===== src/rtl/alu_issue_unit.sv =====
// Command-issue stage feeding a 4-bit combinational ALU: buffers commands in a FIFO,
// drives one at a time into the ALU and holds the registered result for downstream.
// Optional result-handshake counter on res_count when ALU_ISSUE_CNT_EN is defined.
module alu_issue_unit #(
    parameter int DEPTH = 4
) (
    input  logic       clk,
    input  logic       rst_n,
    input  logic       cmd_valid,
    output logic       cmd_ready,
    input  logic [3:0] cmd_a,
    input  logic [3:0] cmd_b,
    input  logic [2:0] cmd_sel,
    output logic [3:0] alu_a,
    output logic [3:0] alu_b,
    output logic [2:0] alu_sel,
    input  logic [3:0] alu_y,
    output logic       res_valid,
    input  logic       res_ready,
    output logic [3:0] res_y,
    output logic [2:0] res_sel,
`ifdef ALU_ISSUE_CNT_EN
    output logic [7:0] res_count,
`endif
    output logic [1:0] dbg_state
);

    localparam int AW = $clog2(DEPTH);

    typedef enum logic [1:0] {
        IDLE  = 2'd0,
        DRIVE = 2'd1,
        HOLD  = 2'd2
    } state_t;

    state_t          state;
    logic [10:0]     mem [DEPTH];
    logic [AW-1:0]   wr_ptr;
    logic [AW-1:0]   rd_ptr;
    logic [AW:0]     count;
    logic            full;
    logic            empty;
    logic            push;
    logic            pop;
    logic [10:0]     head;

    // Both ports use valid/ready: a transfer happens on a rising edge where valid
    // and ready are both high; valid and its payload stay stable until then.
    assign full      = (count == (AW+1)'(DEPTH));
    assign empty     = (count == '0);
    assign cmd_ready = !full;
    assign push      = cmd_valid && !full;
    assign pop       = !empty && ((state == IDLE) || (state == HOLD && res_ready));
    assign head      = mem[rd_ptr];
    assign dbg_state = state;

    always_ff @(posedge clk) begin
        if (push) begin
            mem[wr_ptr] <= {cmd_a, cmd_b, cmd_sel};
        end
    end

    always_ff @(posedge clk or negedge rst_n) begin
        if (!rst_n) begin
            wr_ptr <= '0;
            rd_ptr <= '0;
            count  <= '0;
        end else begin
            if (push) begin
                wr_ptr <= wr_ptr + AW'(1);
            end
            if (pop) begin
                rd_ptr <= rd_ptr + AW'(1);
            end
            case ({push, pop})
                2'b10:   count <= count + (AW+1)'(1);
                2'b01:   count <= count - (AW+1)'(1);
                default: count <= count;
            endcase
        end
    end

    // ALU operand registers change only on a pop; result registers only in DRIVE.
    always_ff @(posedge clk or negedge rst_n) begin
        if (!rst_n) begin
            state     <= IDLE;
            alu_a     <= '0;
            alu_b     <= '0;
            alu_sel   <= '0;
            res_valid <= 1'b0;
            res_y     <= '0;
            res_sel   <= '0;
        end else begin
            if (pop) begin
                alu_a   <= head[10:7];
                alu_b   <= head[6:3];
                alu_sel <= head[2:0];
            end
            case (state)
                IDLE: begin
                    if (!empty) begin
                        state <= DRIVE;
                    end
                end
                DRIVE: begin
                    res_y     <= alu_y;
                    res_sel   <= alu_sel;
                    res_valid <= 1'b1;
                    state     <= HOLD;
                end
                HOLD: begin
                    if (res_ready) begin
                        res_valid <= 1'b0;
                        state     <= empty ? IDLE : DRIVE;
                    end
                end
                default: begin
                    state <= IDLE;
                end
            endcase
        end
    end

`ifdef ALU_ISSUE_CNT_EN
    always_ff @(posedge clk or negedge rst_n) begin
        if (!rst_n) begin
            res_count <= '0;
        end else if (res_valid && res_ready && res_count != 8'hff) begin
            res_count <= res_count + 8'd1;
        end
    end
`endif

endmodule


===== config.mk =====
export PLATFORM = sky130hd
export DESIGN_NAME = alu_issue_unit
export DESIGN_NICKNAME = d
export VERILOG_FILES = /design/src/rtl/alu_issue_unit.sv
export SDC_FILE = /design/constraint.sdc
export NUM_CORES = 1
export LEC_CHECK = 0
export CAP_MARGIN = 20
export CORE_MARGIN = 2
export CORE_UTILIZATION = 57
export CTS_CLUSTER_DIAMETER = 50
export CTS_CLUSTER_SIZE = 40
export DETAILED_ROUTE_END_ITERATION = 7
export PLACE_DENSITY = 0.85
export SLEW_MARGIN = 20
export SYNTH_ARGS = -nofsm -noshare
export SYNTH_HDL_FRONTEND = slang
export SYNTH_SLANG_ARGS = --single-unit

===== constraint.sdc =====
create_clock -name clk -period 3.4 [get_ports clk]
set_input_delay 0.34 -clock clk [delete_from_list [all_inputs] [get_ports clk]]
set_output_delay 0.34 -clock clk [all_outputs]
set_load 0.005 [all_outputs]

==> results_dict.tcl, run 1 <==
set metrics [dict create \
    rows 25 \
    initial_core_util_pct 59.5 \
    syn_to_final_growth_pct 23.2 \
    first_iter_violations 85 \
    ctsLongestPathBuffers 2 \
    hpwl_um 3250 \
    cts_resized 0 \
    htreeDepth 3 \
    clkSlewWorstSetupHoldPaths_ns 0.07 \
    p_leak_nw 1.36 \
    die_h_um 74.7 \
    drt_first_pass_iters 4 \
    clock_sinks 72 \
    maxCapViolCount 0 \
    synth.cell_area_um2 2850 \
    grt.total_usage_pct 19.8 \
    cp-start-kind "register" \
    power_density_nw_per_um2 921 \
    final_util_pct 73.3 \
    num_antenna_cells 0 \
    drive_above_1_share_pct 25.3 \
    clock_latency_ns 0.33 \
    end_kind "register" \
    drv_slew 0 \
    stdcell_area_um2 3510 \
    path_depth 9 \
    antenna_found_initial 0 \
    cts_tree "yes" \
    status "finished, final reports clean" \
    die_area_um2 5580 \
    tightest_slew_ns 0.743 \
    finalClockSkew_ns 0.00615 \
    crit_start "count[0]" \
    overflow 0 \
    syn-num-nets 168 \
    layout.nets 218 \
    worstPathRequired_ns 3.65 \
    setup-tns-final_ns 0 \
    post-route-period-util_pct 66.3 \
    worstPathMaxFanout 6 \
    synth_edf_count 44 \
    gp_congestion 0.812 \
    vias 1438 \
    max-vdd-ir-drop_mv 0.524 \
    wl_per_cell_um 18.0 \
    ys_types 28 \
    grt_pass1_wl_um 7530 \
    cts_root_buffer "clkbuf_8" \
    hp-class "primary input to asynchronous set/reset pin" \
    finalPower_w 0.00323 \
    cp_cell_sequence "or3b_4 -> and2_4 -> inv_1 -> ha_1 -> inv_1 -> fa_1 -> xor2_1 -> nor2_1 -> xor2_1" \
    cp_num_buf_inv 2 \
    period_needed_ns 2.25 \
    grt_pass1_vias 1506 \
    reg2regPathDepth 9 \
    timing.hold.ws_ns 0.396 \
    crit_family "simple AND/OR/NAND/NOR gates" \
    place_area_um2 3320 \
    synth-seq-cells 72 \
    ios 41 \
    remaining_drc_errors 0 \
    cts_setup_buffers 0 \
    antenna_left 0 \
    setup_violations 0 \
    avgSynthCellArea_um2 19.9 \
    slowest_stage "dfrtp_1" \
    yosysSeqAreaShare_pct 71.0 \
    viasPerCell 5.43 \
    async_flop_share_pct 38.9 \
    nFillCells 301 \
    max_slew_margin_pct 50.5 \
    numCtsBuffers 9 \
    slowest_delay_ns 0.43 \
    wl_um 4780 \
    yosysWarnings 0 \
    critPathKind "register to register" \
    fmax_ghz 0.444 \
    port_buffers 40 \
    grt_max_degree 29 \
    syn-instance-count 143 \
    die_w_um 74.7 \
    cp.arrival_ns 2.50 \
    rsz0062_at_grt "no" \
    finalHoldViolations 0 \
    core_area_um2 4790 \
    synthFlopType "edfxtp_1" \
    ctsHoldBuffers 0 \
    crit-reg2reg-launch "count[0]" \
]
[report_power, final]
group	switching, W	internal, W
combinational	0.000426	0.000743
sequential	0.000219	0.00123
clock	0.000290	0.000321
total	0.000934	0.00230
[worst paths after layout]
kind	end	slack (ns)
worst max-delay path	count[2]	1.15
worst min-delay path	alu_sel[0]	0.40
worst max register to register	count[2]	1.15
worst min register to register	count[2]	0.51
max in group asynchronous	alu_a[1]	2.73
min in group clk	count[2]	0.51
[worst reg2reg max path: stages (launching register included)]
cell	delay [ns]
dfrtp_1	0.43
or3b_4	0.43
and2_4	0.19
inv_1	0.05
ha_1	0.18
inv_1	0.07
fa_1	0.38
xor2_1	0.17
nor2_1	0.12
xor2_1	0.16
[placed cells by master, fill, tap and decap left out, types with 2 or more instances in the layout]
cell / Yosys / layout
a21oi_1: 2 / 2
and3_1: 4 / 4
buf_4: 1 / 2
clkbuf_8: 0 / 12
clkdlybuf4s50_1: 0 / 40
clkinv_2: 0 / 3
dfrtp_1: 28 / 28
edfxtp_1: 44 / 44
ha_1: 5 / 5
inv_1: 8 / 8
mux2_2: 10 / 10
mux2_4: 9 / 9
mux4_1: 2 / 2
mux4_2: 9 / 9
xnor2_1: 2 / 2
xor2_1: 4 / 4
[synth_stat cells, types with 2 or more instances]
| cell | n | area, um^2 |
|---|---|---|
| a21oi_1 | 2 | 10.0 |
| and3_1 | 4 | 25.0 |
| dfrtp_1 | 28 | 701 |
| edfxtp_1 | 44 | 1320 |
| ha_1 | 5 | 62.6 |
| inv_1 | 8 | 30.0 |
| mux2_2 | 10 | 113 |
| mux2_4 | 9 | 135 |
| mux4_1 | 2 | 52.6 |
| mux4_2 | 9 | 203 |
| xnor2_1 | 2 | 17.5 |
| xor2_1 | 4 | 35.0 |
[per-layer routing]
layer  vias to the layer above  share of wire (%)  GRT usage, %
met3                         4                3.6          6.83
met4                         0               0.94          8.13
met1                       751                 39          22.5
met5                         -                  0             0
li1                        643                  -             -
met2                        40                 56          34.3
[final cells by class]
type / count / area (um^2) / area share (%)
clock buffer: 13 / 169 / 4.82
multi-input combinational: 60 / 772 / 22.0
clock inverter: 3 / 15.0 / 0.428
inverter: 8 / 30.0 / 0.856
sequential: 72 / 2020 / 57.7
tap: 67 / 83.8 / 2.39
timing repair buffer: 42 / 415 / 11.8
[cells by family after synthesis]
logic type      count (synthesis)  synth area share (%)
compound gates                  3                 0.615
xor+xnor                        6                  1.85
fa+ha+maj                       6                  2.90
buf+inv                        11                  1.89
flops                          72                  71.0
mux                            31                  18.0
simple gates                   14                  3.73
[sequential cells by signal (all words and copies together) (netlist names)]
register / cells
dbg_state: 2
alu_b: 4
res_valid: 1
res_sel: 3
alu_a: 4
wr_ptr: 2
mem: 44
count: 3
rd_ptr: 2
alu_sel: 3
res_y: 4
[per-stage QoR]
stage	setup slack [ns]	cells
after floorplan	1.28	143
after global placement	1.11	249
after detailed placement	0.996	249
after CTS	1.11	265
after global routing	0.996	265
final	1.15	265
Power figures use the tool's default switching activity.
==> run 2, diff against run 1 <==
CORE_UTILIZATION = 53   (was 57)
PLACE_DENSITY = 0.8   (was 0.85)
clock period = 2.3 ns   (was 3.4 ns; I/O delays follow)
==> run 2 against run 1 <==
Power grew 60%. Via count grew 2.9%. Sequential share of layout area shrank 1.8 points. Maximum frequency shrank 0.89%. Critical endpoint unchanged. First-iteration DRC count shrank 3.5%. Critical path type unchanged. Die area grew 7.1%. Largest cell class unchanged. Final area grew 3.4%. Critical path depth is the same. Non-clock buffer count grew 7. Final cell count grew 3.8%.
==> results_dict.tcl, run 2 (synthesized netlist as in run 1, its figures left out) <==
set metrics [dict create \
    tightest_slew_ns 0.617 \
    finalHoldViolations 0 \
    cts_tree "yes" \
    syn_to_final_growth_pct 27.3 \
    worstPathMaxFanout 3 \
    grt.total_usage_pct 19.0 \
    drv_slew 0 \
    grt_pass1_vias 1554 \
    max_slew_margin_pct 58.8 \
    drive_above_1_share_pct 28.8 \
    core_area_um2 5140 \
    clkSlewWorstSetupHoldPaths_ns 0.08 \
    port_buffers 40 \
    status "finished, final reports clean" \
    maxCapViolCount 0 \
    die_w_um 77.3 \
    largest_reg_flops 44 \
    period_needed_ns 2.27 \
    initial_core_util_pct 55.4 \
    reg2reg_slack_ns 0.03 \
    ctsLongestPathBuffers 2 \
    setup_violations 0 \
    layoutNonFillerInstCount 275 \
    timing.hold.ws_ns 0.263 \
    layout_commonest_cell "edfxtp_1" \
    gp_congestion 0.684 \
    crit-reg2reg-launch "count[2]" \
    hp-class "primary input to asynchronous set/reset pin" \
    critPathKind "register to register" \
    htreeDepth 3 \
    antenna_left 0 \
    grt_pass1_wl_um 8180 \
    layout.nets 225 \
    wl_um 5160 \
    die_area_um2 5980 \
    hpwl_um 3380 \
    vias 1479 \
    cp-start-kind "register" \
    ios 41 \
    dp_cells 253 \
    post-route-period-util_pct 98.9 \
    worstPathRequired_ns 2.56 \
    power_density_nw_per_um2 1430 \
    cts_root_buffer "clkbuf_8" \
    finalClockSkew_ns 0.00461 \
    final_cell_mix "44 x edfxtp_1, 40 x clkdlybuf4s50_1, 27 x dfrtp_1" \
    max-vdd-ir-drop_mv 0.830 \
    die_h_um 77.3 \
    clock_sinks 72 \
    finalPower_w 0.00518 \
    reg2regPathDepth 9 \
    p_leak_nw 1.40 \
    clock_latency_ns 0.35 \
    largest-register "mem" \
    end_kind "register" \
    grt_max_degree 29 \
    reg2reg_to "count[2]" \
    remaining_drc_errors 0 \
    first_iter_violations 82 \
    drt_first_pass_iters 4 \
    overflow 0 \
    antenna_found_initial 0 \
    numCtsBuffers 9 \
    wl_per_cell_um 18.8 \
    rows 26 \
    num_antenna_cells 0 \
    fmax_ghz 0.440 \
    viasPerCell 5.38 \
    cp.arrival_ns 2.54 \
]
-- run 2: cell count changes in the layout (fill, tap and decap cells not counted), sizes merged --
| cell | previous run | this run |
|---|---|---|
| buf | 2 | 9 |
| clkinvlp | 0 | 2 |
| bufinv | 0 | 3 |
| clkinv | 3 | 1 |
| inv | 8 | 9 |
| clkbuf | 13 | 9 |
-- run 2: power by group --
| group | switching [W] | total, W | internal [W] |
|---|---|---|---|
| combinational | 0.000706 | 0.00187 | 0.00117 |
| sequential | 0.000291 | 0.00211 | 0.00182 |
| clock | 0.000475 | 0.00119 | 0.000720 |
| total | 0.00147 | 0.00518 | 0.00371 |
-- run 2: timing repair --
item / 4_1_cts / 5_1_grt
resized for setup: 0 / 2
hold buffers: 0 / 0
buffers inserted: 0 / 6
endpoints found under the setup margin: 0 / 1
-- run 2: metrics by stage --
step / utilization, % / cell area (um^2) / setup WS (ns) / TNS, ns
2_1_floorplan: - / 2850 / 0.179 / 0
3_3_place_gp: 64.9 / 3330 / 0.107 / 0
3_5_place_dp: 64.9 / 3330 / -0.00365 / -0.00365
4_1_cts: 69.6 / 3580 / 0.0573 / 0
5_1_grt: 70.5 / 3620 / -0.0641 / -0.0641
6_report: 70.5 / 3620 / 0.0259 / 0
-- run 2: metal layers --
metal	vias to the layer above	global-route usage (%)	part of all wire (%)
li1	660	-	-
met1	763	22.8	41
met2	47	31.3	52
met3	9	7.53	5.7
met4	0	6.43	1.2
met5	-	0	0
-- run 2: worst max-delay path by stage --
stage / startpoint / end / slack [ns] / depth (start not counted)
detailed placement: res_ready / count[2] / -0.004 / 9
CTS: count[0] / count[2] / 0.06 / 9
global placement: res_ready / count[2] / 0.11 / 9
finish: count[2] / count[2] / 0.03 / 9
global route: count[2] / count[2] / -0.06 / 9
floorplan: dbg_state[1] / count[2] / 0.18 / 9
-- run 2: layout make-up --
type | instances | area [um^2]
clock inverter | 7 | 118
fill | 356 | 1520
inverter | 8 | 30.0
multi-input combinational | 60 | 774
timing repair buffer | 49 | 468
sequential | 72 | 2020
tap | 70 | 87.6
clock buffer | 9 | 124
-- run 2: critical path, cell delays in order, from the launching register on --
cell and delay [ns]:
dfrtp_1 0.41, or3b_4 0.41, and2_4 0.18, inv_1 0.06
ha_2 0.18, inv_1 0.06, fa_1 0.38, xor2_1 0.17
nor2_1 0.15, xor2_1 0.19
==> variant: new RTL, flow settings as in run 2 <==
The option `ALU_ISSUE_CNT_EN` is turned on by a define.
--- a/src/rtl/alu_issue_unit.sv
+++ b/src/rtl/alu_issue_unit.sv
@@ -1,6 +1,8 @@
 // Command-issue stage feeding a 4-bit combinational ALU: buffers commands in a FIFO,
 // drives one at a time into the ALU and holds the registered result for downstream.
 // Optional result-handshake counter on res_count when ALU_ISSUE_CNT_EN is defined.
+`define ALU_ISSUE_CNT_EN
+
 module alu_issue_unit #(
     parameter int DEPTH = 4
 ) (
Behaviour (old outputs only; new: res_count): unchanged (equiv_simple and equiv_induct, registers matched by name and starting in step).
==> variant against run 2 <==
Combinational power rose by 4%. Clock power fell by 13%. Design area rose by 10%. Sequential power rose by 11%. Routed wire length fell by 0.16%. Area after synthesis rose by 13%. Setup slack improved by 260 ps. Sequential cell count rose by 8. Power rose by 3.1%. Hold slack improved by 240 ps.
==> variant: results (changes against run 2) <==
Outcome
  • Outcome: finished clean (unchanged)

Pwr
  • Static leakage: 1.56 nW (was 1.40 nW)
  • P_sw: 0.00158 W (was 0.00147 W)

Final layout
  • Fillers: 393 (was 356)
  • Nets: 264 (was 225)
  • Post-route non-filler standard cell count: 318 (was 275)

Setup path
  • FF-to-FF path depth: 10 (was 9)
  • Critical path arrival: 2290 ps (was 2540 ps)
  • Worst-path fanout max: 6 (was 3)
  • Reg2Reg Capture Point: count[2]$_DFFE_PN0P_ (unchanged)

Timing
  • Worst rel slew slack: 46.1% (was 58.8%)
  • Fin worst setup slack: 283 ps (was 25.9 ps)
  • WHS: 502 ps (was 263 ps)
  • Worst Clk Skew: 7.44 ps (was 4.61 ps)

Clock network
  • Clock latency on the worst-skew pair: 340 ps
  • Htree depth: 3 (unchanged)

Yosys
  • Seq/Total Area, Yosys: 69.2% (was 71.0%)
  • Complex-gate fraction of the synthesized area: 0.896% (was 0.615%)
  • Synth area leaders: edfxtp_1 (41%), dfrtp_1 (28%), mux4_2 (5.6%) (was edfxtp_1 (46%), dfrtp_1 (25%), mux4_2 (7.1%))
  • Mux share of post-synthesis cell area: 17.0% (was 18.0%)
  • Post-Synth XOR/XNOR Area: 2.73% (was 1.85%)
  • Syn Inst Count: 179 (was 143)
  • Asr flop ratio synth: 45.0% (was 38.9%)
  • Synth top cells by count: edfxtp_1 (44), dfrtp_1 (36), mux2_2 (14) (was edfxtp_1 (44), dfrtp_1 (28), mux2_2 (10))
  • Distinct cells, synth: 31 (was 28)
  • Area share of fa/ha/maj cells after synthesis: 2.96% (was 2.90%)

Global routing
  • Vias in the first global route: 1675 (was 1554)
  • First-pass GRT wire length: 8150 um (was 8180 um)
  • Total track usage: 17.4% (was 19.0%)

Route
  • Via count: 1677 (was 1479)
  • DR WL/cell: 16.2 um (was 18.8 um)
  • DR iter-0 viols: 56 (was 82)
  • DRT Pass-1 Iters: 5 (was 4)

Placed design
  • GP Congestion: 0.699 (was 0.684)
  • DP HPWL: 3440 um (was 3380 um)
  • Placed cell count: 301 (was 253)
  • Dpl ws: 150 ps (was -3.65 ps)
  • Placed inst area: 3770 sq um (was 3330 sq um)
  • IO Port Bufs: 48 (was 40)

Hold path
  • Worst Hold Class: primary input to register (was primary input to async pin)
==> variant: cell count changes after synthesis, moves of 3 or more <==
cell	run 2	this run
dfrtp_1	28	36
nand2_1	1	6
mux2_2	10	14
nor2_1	1	5
nand3_1	0	3
or2_2	0	3
xnor2_1	2	5
==> variant: power groups by stage <==
stage	sequential [W]	clock (W)	combinational, W
global placement	0.00237	0	0.00194
floorplan	0.00230	0	0.00124
finish	0.00234	0.00104	0.00195
detailed placement	0.00237	0	0.00198
CTS	0.00235	0.00107	0.00199
global route	0.00241	0.00113	0.00216
==> variant: layer usage <==
| layer | global-route usage (%) | up-vias | part of all wire (%) |
|---|---|---|---|
| met2 | 29.2 | 45 | 51 |
| li1 | - | 784 | - |
| met4 | 9.00 | 0 | 1.7 |
| met3 | 3.74 | 8 | 4.5 |
| met5 | 0 | - | 0 |
| met1 | 21.3 | 840 | 43 |
==> variant: final cells by class <==
| class | count | area, sq um | area share (%) |
|---|---|---|---|
| inverter | 9 | 33.8 | 0.847 |
| multi-input combinational | 87 | 936 | 23.5 |
| sequential | 80 | 2220 | 55.7 |
| clock inverter | 7 | 78.8 | 1.98 |
| tap | 75 | 93.8 | 2.35 |
| clock buffer | 9 | 124 | 3.11 |
| timing repair buffer | 51 | 500 | 12.5 |
==> variant: worst max-delay path, delay by kind of cell, from the launching register on <==
kind / cells / cell delay, ps
buf+inv: 3 / 250
simple gates: 3 / 430
xor+xnor: 2 / 300
fa+ha+maj: 2 / 540
flops: 1 / 420
==> variant: repair_timing <==
| item | CTS | global route |
|---|---|---|
| setup endpoints to repair | 0 | 1 |
| hold buffers | 1 | 0 |
| buffers inserted | 0 | 0 |
| endpoints found under the hold margin | 33 | 0 |
| gates resized for setup | 0 | 1 |
